## config.mk

```make
export PLATFORM = sky130hd
export DESIGN_NAME = deadtime_inserter_3phase_flat
export DESIGN_NICKNAME = d
export VERILOG_FILES = /design/src/rtl/deadtime_inserter_3phase_if.sv /design/src/rtl/deadtime_inserter_3phase.sv /design/src/flat_wrapper.sv
export SDC_FILE = /design/constraint.sdc
export NUM_CORES = 1
export LEC_CHECK = 0
export CAP_MARGIN = 20
export CORE_ASPECT_RATIO = 1.2
export CORE_MARGIN = 2
export CORE_UTILIZATION = 58
export CTS_CLUSTER_SIZE = 8
export DETAILED_ROUTE_END_ITERATION = 8
export GPL_TIMING_DRIVEN = 0
export PLACE_DENSITY = 0.82
export SYNTH_ARGS = -nofsm -noshare
export SYNTH_HDL_FRONTEND = slang
export SYNTH_SLANG_ARGS = --single-unit
```

## constraint.sdc

```tcl
create_clock -name clk -period 3.2 [get_ports clk]
set_input_delay 0.32 -clock clk [delete_from_list [all_inputs] [get_ports clk]]
set_output_delay 0.32 -clock clk [all_outputs]
set_load 0.02 [all_outputs]
```

## src/rtl/deadtime_inserter_3phase_if.sv

```systemverilog
// rtl/deadtime_inserter_3phase_if.sv - PWM command and gate-drive bundle for the 3-phase dead-time inserter
interface deadtime_inserter_3phase_if;
  logic       pwm_a;
  logic       pwm_b;
  logic       pwm_c;
  logic       a_hi;
  logic       a_lo;
  logic       b_hi;
  logic       b_lo;
  logic       c_hi;
  logic       c_lo;
  logic [2:0] dt_active;

  modport master (
    output pwm_a, pwm_b, pwm_c,
    input  a_hi, a_lo, b_hi, b_lo, c_hi, c_lo, dt_active
  );

  modport slave (
    input  pwm_a, pwm_b, pwm_c,
    output a_hi, a_lo, b_hi, b_lo, c_hi, c_lo, dt_active
  );
endinterface

```

## src/rtl/deadtime_inserter_3phase.sv

```systemverilog
// rtl/deadtime_inserter_3phase.sv - complementary gate drives with programmable dead time and latched fault shutdown
module deadtime_inserter_3phase #(
  parameter int DT_WIDTH = 8
) (
  input  logic                clk,
  input  logic                reset,
  input  logic                enable,
  input  logic [DT_WIDTH-1:0] dead_time,
  input  logic                fault,
  input  logic                fault_clear,
  output logic                fault_latched,
  deadtime_inserter_3phase_if.slave gate
);

  typedef enum logic [2:0] {
    OFF      = 3'd0,
    DT_TO_HI = 3'd1,
    HI_ON    = 3'd2,
    DT_TO_LO = 3'd3,
    LO_ON    = 3'd4
  } state_t;

  state_t              state_q [3];
  state_t              state_d [3];
  logic [DT_WIDTH-1:0] cnt_q   [3];
  logic [DT_WIDTH-1:0] cnt_d   [3];
  logic [2:0]          ret_q, ret_d;
  logic [2:0]          pwm_q, pwm_in;
  logic [2:0]          hi_q, lo_q, dt_q;
  logic [2:0]          hi_d, lo_d, dt_d;
  logic [DT_WIDTH-1:0] dt_load;
  logic                gate_ok;

  assign pwm_in  = {gate.pwm_c, gate.pwm_b, gate.pwm_a};
  assign dt_load = (dead_time == '0) ? '0 : dead_time - 1'b1;
  assign gate_ok = enable & ~fault & ~fault_latched;

  // ret marks a dead time entered from an on state: only then may a
  // reversed command snap straight back to the side that was just on.
  always_comb begin
    for (int i = 0; i < 3; i++) begin
      state_d[i] = state_q[i];
      cnt_d[i]   = cnt_q[i];
      ret_d[i]   = ret_q[i];
      if (!gate_ok) begin
        state_d[i] = OFF;
        cnt_d[i]   = '0;
        ret_d[i]   = 1'b0;
      end else begin
        case (state_q[i])
          OFF: begin
            state_d[i] = pwm_q[i] ? DT_TO_HI : DT_TO_LO;
            cnt_d[i]   = dt_load;
            ret_d[i]   = 1'b0;
          end
          HI_ON: if (!pwm_q[i]) begin
            state_d[i] = DT_TO_LO;
            cnt_d[i]   = dt_load;
            ret_d[i]   = 1'b1;
          end
          LO_ON: if (pwm_q[i]) begin
            state_d[i] = DT_TO_HI;
            cnt_d[i]   = dt_load;
            ret_d[i]   = 1'b1;
          end
          DT_TO_HI: begin
            if (!pwm_q[i]) begin
              state_d[i] = ret_q[i] ? LO_ON : DT_TO_LO;
              cnt_d[i]   = dt_load;
              ret_d[i]   = 1'b0;
            end else if (cnt_q[i] == '0) begin
              state_d[i] = HI_ON;
              ret_d[i]   = 1'b0;
            end else begin
              cnt_d[i] = cnt_q[i] - 1'b1;
            end
          end
          DT_TO_LO: begin
            if (pwm_q[i]) begin
              state_d[i] = ret_q[i] ? HI_ON : DT_TO_HI;
              cnt_d[i]   = dt_load;
              ret_d[i]   = 1'b0;
            end else if (cnt_q[i] == '0) begin
              state_d[i] = LO_ON;
              ret_d[i]   = 1'b0;
            end else begin
              cnt_d[i] = cnt_q[i] - 1'b1;
            end
          end
          default: state_d[i] = OFF;
        endcase
      end
      hi_d[i] = (state_d[i] == HI_ON);
      lo_d[i] = (state_d[i] == LO_ON);
      dt_d[i] = (state_d[i] == DT_TO_HI) || (state_d[i] == DT_TO_LO);
    end
  end

  always_ff @(posedge clk) begin
    if (reset) begin
      for (int i = 0; i < 3; i++) begin
        state_q[i] <= OFF;
        cnt_q[i]   <= '0;
      end
      ret_q         <= '0;
      pwm_q         <= '0;
      hi_q          <= '0;
      lo_q          <= '0;
      dt_q          <= '0;
      fault_latched <= 1'b0;
    end else begin
      for (int i = 0; i < 3; i++) begin
        state_q[i] <= state_d[i];
        cnt_q[i]   <= cnt_d[i];
      end
      ret_q <= ret_d;
      pwm_q <= pwm_in;
      hi_q  <= hi_d;
      lo_q  <= lo_d;
      dt_q  <= dt_d;
      if (fault)
        fault_latched <= 1'b1;
      else if (fault_clear)
        fault_latched <= 1'b0;
    end
  end

  assign gate.a_hi      = hi_q[0];
  assign gate.a_lo      = lo_q[0];
  assign gate.b_hi      = hi_q[1];
  assign gate.b_lo      = lo_q[1];
  assign gate.c_hi      = hi_q[2];
  assign gate.c_lo      = lo_q[2];
  assign gate.dt_active = dt_q;

endmodule

```

## src/flat_wrapper.sv

```systemverilog
// flat-port wrapper written by rule: the top's interface ports become plain ports
module deadtime_inserter_3phase_flat 
#(
  parameter int DT_WIDTH = 8
)
  (clk, reset, enable, dead_time, fault, fault_clear, fault_latched, gate_pwm_a, gate_pwm_b, gate_pwm_c, gate_a_hi, gate_a_lo, gate_b_hi, gate_b_lo, gate_c_hi, gate_c_lo, gate_dt_active);
  deadtime_inserter_3phase_if gate_i ();
  input  logic clk;
  input  logic reset;
  input  logic enable;
  input  logic [DT_WIDTH-1:0] dead_time;
  input  logic fault;
  input  logic fault_clear;
  output logic fault_latched;
  input wire logic [$bits(gate_i.pwm_a)-1:0] gate_pwm_a;
  input wire logic [$bits(gate_i.pwm_b)-1:0] gate_pwm_b;
  input wire logic [$bits(gate_i.pwm_c)-1:0] gate_pwm_c;
  output wire logic [$bits(gate_i.a_hi)-1:0] gate_a_hi;
  output wire logic [$bits(gate_i.a_lo)-1:0] gate_a_lo;
  output wire logic [$bits(gate_i.b_hi)-1:0] gate_b_hi;
  output wire logic [$bits(gate_i.b_lo)-1:0] gate_b_lo;
  output wire logic [$bits(gate_i.c_hi)-1:0] gate_c_hi;
  output wire logic [$bits(gate_i.c_lo)-1:0] gate_c_lo;
  output wire logic [$bits(gate_i.dt_active)-1:0] gate_dt_active;
  assign gate_i.pwm_a = gate_pwm_a;
  assign gate_i.pwm_b = gate_pwm_b;
  assign gate_i.pwm_c = gate_pwm_c;
  assign gate_a_hi = gate_i.a_hi;
  assign gate_a_lo = gate_i.a_lo;
  assign gate_b_hi = gate_i.b_hi;
  assign gate_b_lo = gate_i.b_lo;
  assign gate_c_hi = gate_i.c_hi;
  assign gate_c_lo = gate_i.c_lo;
  assign gate_dt_active = gate_i.dt_active;
  deadtime_inserter_3phase #(.DT_WIDTH(DT_WIDTH)) u_core (.clk(clk), .reset(reset), .enable(enable), .dead_time(dead_time), .fault(fault), .fault_clear(fault_clear), .fault_latched(fault_latched), .gate(gate_i));
endmodule
```

# == Yosys cells after proc, flatten, opt, wreduce, memory -nomap -nowiden ==
# Memory sizes are Yosys's and may differ from the RTL's.
# Cells that the tools add are included.
# totals
reg_bits,16
ram_bits,33
in_bits,16
output_inout_bits,10
wordCells,157
n_memories,2
# op_classes
n_addsub,4
n_eq_ne,30
mux,84
bitwise_logic,11
reduce_logical,18
# memory_table
memory,words,width,read_ports,rd_clocked_by_memory_dff,write_ports,line,text
u_core.cnt_q,3,8,3,0,3,deadtime_inserter_3phase.sv:25,logic [DT_WIDTH-1:0] cnt_q [3];
u_core.state_q,3,3,3,0,3,deadtime_inserter_3phase.sv:23,state_t state_q [3];
# ops
cell,n
$mux 8,22
$pmux 8 s5,3
$mux 3,27
$pmux 3 s5,3
$eq 3x2->1 const B,12
$logic_not 8->1,4
$sub 8x1->8 const B,4
$mux 1,20
$eq 3x1->1 const B,6
$eq 3x3->1 const B,6
$pmux 1 s5,3
$reduce_bool 5->1,3
$mux 2,6
$logic_not 3->1,3
$reduce_and 3->1,3
$ne 2x1->1 const B,3
$ne 2x2->1 const B,3
$or 1x1->1,6
$logic_or 1x1->1,3
$not 1->1,3
$and 1x1->1,2
$reduce_bool 2->1,1
$reduce_or 2->1,1

# == Depth between registers and ports, before layout ==
# An unclocked memory read counts as a cell.
# logic_depth
ltp_word,8
depth_mapped,7
depth_no_buf,7

# == Worst setup path after synthesis ==
# Ideal clock, no wire load.
# synth_path
path_type,input-to-reg
start,input port dead_time[0]
end,memory u_core.cnt_q[0][6]
setup_time_ns,0.128
arrival_time_ns,1.843
required_ns,3.072
slack_ns,1.229
path_stages,7
n_path_buf,0
cell_sequence,inv_1 > ha_1 > or3b_2 > nor3_1 > mux2_2 > a221oi_1 > nor2_1
# synth_lines
element,line,text
from (decl),flat_wrapper.sv:11,input logic [DT_WIDTH-1:0] dead_time;
to (decl),deadtime_inserter_3phase.sv:25,

==> impl_metrics.csv <==
group,metric,value,unit
power_and_ir_drop,power_density,363,nW/um2
drt,dr_total_vias,3019,
synth,synth_ff_type,"dfxtp_1",
clock_network,cts_root_buffer,"clkbuf_8",
finish,syn2layout_area_growth,13.9,%
placement,dpl_cell_area,3290,um2
placement,portBuffers,25,
drt,viasPerCell,6.28,
clock_network,cts_max_level,2,
grt,grt_pass1_wl,12500,um
timing,maxSlewViolCount,0,
clock_network,cts_resized,0,
clock_network,cts.clk_slew.worst_paths,90,ps
critical_path,end_kind,"register",
clock_network,insertion_delay,300,ps
synth,synth-seq-cells,49,
clock_network,cts_buffer_depth,2,
timing,clock_skew,6.57,ps
clock_network,post-cts-setup-buffers,0,
floorplan,ioPinCount,26,
timing,fin_setup_tns,0,ps
grt,grt.overflow.total,0,
clock_network,clock-sinks,49,
flow_run,maxCapViolCount,0,
floorplan,coreArea,4940,um2
critical_path,cp_cell_sequence,"clkdlybuf4s50_1 > nor4b_2 > o211ai_1 > nor3_1 > nand3_1 > o311ai_0",
drt,routed_wl,7420,um
critical_path,cp_num_buf_inv,1,
finish,nNetsFinal,444,
grt,antenna_found_initial,0,
placement,hpwl,5350,um
timing,period_minus_slack,2730,ps
synth,syn_area,2960,um2
critical_path,cp-start-kind,"input pin",
floorplan,die_x,69.3,um
drt,drc,0,
timing,fmax,0.366,GHz
outcome,status,"finished, final reports clean",
synth,synth_cell_type_count,58,
timing,rsz0062_at_grt,"no",
finish,final_layout_size_suffix_gt1_share,4.99,%
drt,firstDrtPassIters,5,
power_and_ir_drop,vdd.ir_drop.worst,0.296,mV
finish,stdcell_area,3380,um2
synth,postSynthAreaPerCell,7.62,um2
timing,tightest_slew,1080,ps
clock_network,numCtsBuffers,5,
drt,post_drt_wl_per_cell,15.4,um
floorplan,placementRows,28,
critical_path,cp_slowest_cell,"nor4b_2",
critical_path,worstPathRequired,3390,ps
critical_path,crit_family,"simple AND/OR/NAND/NOR gates",
grt,grt_start_max_net_pins,14,
grt,grt_pass1_vias,2677,
synth,seq_area_frac_synth,33.1,%
placement,place.gp.congestion,0.900,
clock_network,cts_tree,"done",
floorplan,die_area,5700,um2
floorplan,initial_core_util,60.0,%
critical_path,path_class,"input pin to register",
finish,fill_cells,428,
finish,antenna_cells,0,
drt,drtAntennaViolNets,0,
synth,synthArstFlopShare,0,%
drt,drtIter0Drc,253,
clock_network,ctsHoldBuffers,0,
synth,syn_inst,389,
timing,hold_violations,0,
critical_path,slowest_delay,880,ps
grt,track_usage,26.9,%
synth,synth-edff-count,0,
synth,yosys_warnings,0,
hold_path,min_path_type,"register to register",
power_and_ir_drop,p_leak,1.19,nW
critical_path,crit_arrival,2920,ps
floorplan,fp.dieH,82.3,um
timing,final-setup-viol-count,0,
critical_path,crit_path_max_fanout,9,
timing,period_share,85.3,%
timing,relSlewSlack,28.0,%
synth,synthesis.nets,412,
cell families (layout without fill, tap and decap cells):
family | Yosys count | after routing | share of synthesized area [%]
AOI/OAI and AO/OA | 118 | 118 | 25.1
adders and majority gates | 7 | 7 | 2.95
muxes | 8 | 8 | 2.79
xor gates and xnor gates | 5 | 5 | 1.48
DFF | 49 | 49 | 33.1
buffers and inverters | 34 | 66 | 4.39
and+or+nand+nor | 168 | 168 | 30.2
final timing paths:
kind / startpoint / to / slack, ps / cells past startpoint
hold / removal: u_core.cnt_q[0][16]$_SDFFE_PP0P_ / u_core.cnt_q[0][16]$_SDFFE_PP0P_ / 480 / 2
setup / recovery: enable / u_core.cnt_q[0][15]$_SDFFE_PP0P_ / 470 / 6
setup reg to reg: u_core.fault_latched$_SDFFE_PP0P_ / u_core.cnt_q[0][15]$_SDFFE_PP0P_ / 610 / 5
hold reg to reg: u_core.cnt_q[0][16]$_SDFFE_PP0P_ / u_core.cnt_q[0][16]$_SDFFE_PP0P_ / 480 / 2
cell type report:
class / count / area [um2] / share of cell area [%]
Timing Repair Buffer: 25 / 250 / 7.41
Clock buffer: 7 / 86.3 / 2.56
Inverter: 19 / 71.3 / 2.11
Multi-Input combinational cell: 306 / 1850 / 54.9
Sequential cell: 49 / 981 / 29.1
Tap cell: 60 / 75.1 / 2.22
Buffer: 15 / 58.8 / 1.74
where the power goes:
group	switching (mW)	total, mW	leakage [nW]	internal, mW
combinational	0.124	0.217	0.742	0.0925
clock	0.196	0.367	0.0443	0.172
sequential	0.0159	0.641	0.398	0.625
total	0.336	1.23	1.19	0.890
worst reg2reg max path, delay by kind of cell, from the launching register on:
family / cells / cell delay (ps)
AND/OR/NAND/NOR: 3 / 1540
flip-flops: 1 / 340
AO/OA/AOI/OAI: 2 / 600
cell usage after synthesis, types with 2 or more instances:
| cell | number | area [um2] |
|---|---|---|
| o211ai_1 | 2 | 15.0 |
| o311ai_0 | 2 | 17.5 |
| buf_2 | 2 | 10.0 |
| and2_1 | 3 | 18.8 |
| nand3_1 | 16 | 80.1 |
| nand2_1 | 31 | 116 |
| clkbuf_1 | 12 | 45.0 |
| nor2_1 | 41 | 154 |
| a22oi_1 | 8 | 60.1 |
| a21o_1 | 3 | 22.5 |
| mux2_2 | 2 | 22.5 |
| ha_1 | 7 | 87.6 |
| or3_1 | 4 | 25.0 |
| o21a_1 | 5 | 37.5 |
| nor3b_1 | 5 | 37.5 |
| o22ai_1 | 9 | 56.3 |
| dfxtp_1 | 49 | 981 |
| a2bb2oi_1 | 3 | 26.3 |
| nor2b_1 | 15 | 93.8 |
| xor2_1 | 3 | 26.3 |
| a21oi_1 | 29 | 145 |
| or2_2 | 2 | 12.5 |
| a211oi_1 | 3 | 22.5 |
| nor4b_1 | 4 | 35.0 |
| nor4_1 | 8 | 50.1 |
| and3_1 | 2 | 12.5 |
| nand2b_1 | 7 | 43.8 |
| mux2i_1 | 6 | 60.1 |
| xnor2_1 | 2 | 17.5 |
| nand3b_1 | 3 | 22.5 |
| inv_1 | 18 | 67.6 |
| a32oi_1 | 7 | 61.3 |
| o21ai_0 | 30 | 150 |
| nor3_1 | 15 | 75.1 |
| or4b_2 | 2 | 20.0 |
| a31oi_1 | 7 | 43.8 |
metrics by stage:
stage	total power, mW	util [%]	std cells	hold slack (ps)	setup WS [ps]
5_1_grt	1.28	68.3	481	542	208
3_3_place_gp	0.863	66.6	474	458	196
6_report	1.23	68.3	481	479	469
2_1_floorplan	0.797	-	389	437	1230
3_5_place_dp	0.867	66.6	474	463	227
4_1_cts	1.23	68.3	481	478	530
layout by cell type, fill, tap and decap left out, types with 8 or more instances in the layout:
| master | Yosys | routed |
|---|---|---|
| a21oi_1 | 29 | 29 |
| nor2_1 | 41 | 41 |
| nor3_1 | 15 | 15 |
| inv_1 | 18 | 18 |
| o22ai_1 | 9 | 9 |
| o21ai_0 | 30 | 30 |
| clkdlybuf4s50_1 | 0 | 25 |
| nand3_1 | 16 | 16 |
| nand2_1 | 31 | 31 |
| nor4_1 | 8 | 8 |
| clkbuf_1 | 12 | 13 |
| dfxtp_1 | 49 | 49 |
| a22oi_1 | 8 | 8 |
| nor2b_1 | 15 | 15 |
registers in the layout (all words and copies together) (netlist names):
signal	flops
u_core.state_q	9
u_core.pwm_q	3
u_core.fault_latched	1
u_core.cnt_q	24
u_core.lo_q	3
u_core.ret_q	3
u_core.gate.dt_active	3
u_core.hi_q	3
layer usage:
| metal | global-route usage (%) | share of wire [%] | vias up |
|---|---|---|---|
| met1 | 32.8 | 42 | 1406 |
| met3 | 3.64 | 5.5 | 9 |
| met2 | 50.3 | 51 | 104 |
| met5 | 0 | 0 | - |
| met4 | 7.25 | 1.6 | 0 |
| li1 | - | - | 1500 |
Power figures use the tool's default switching activity.
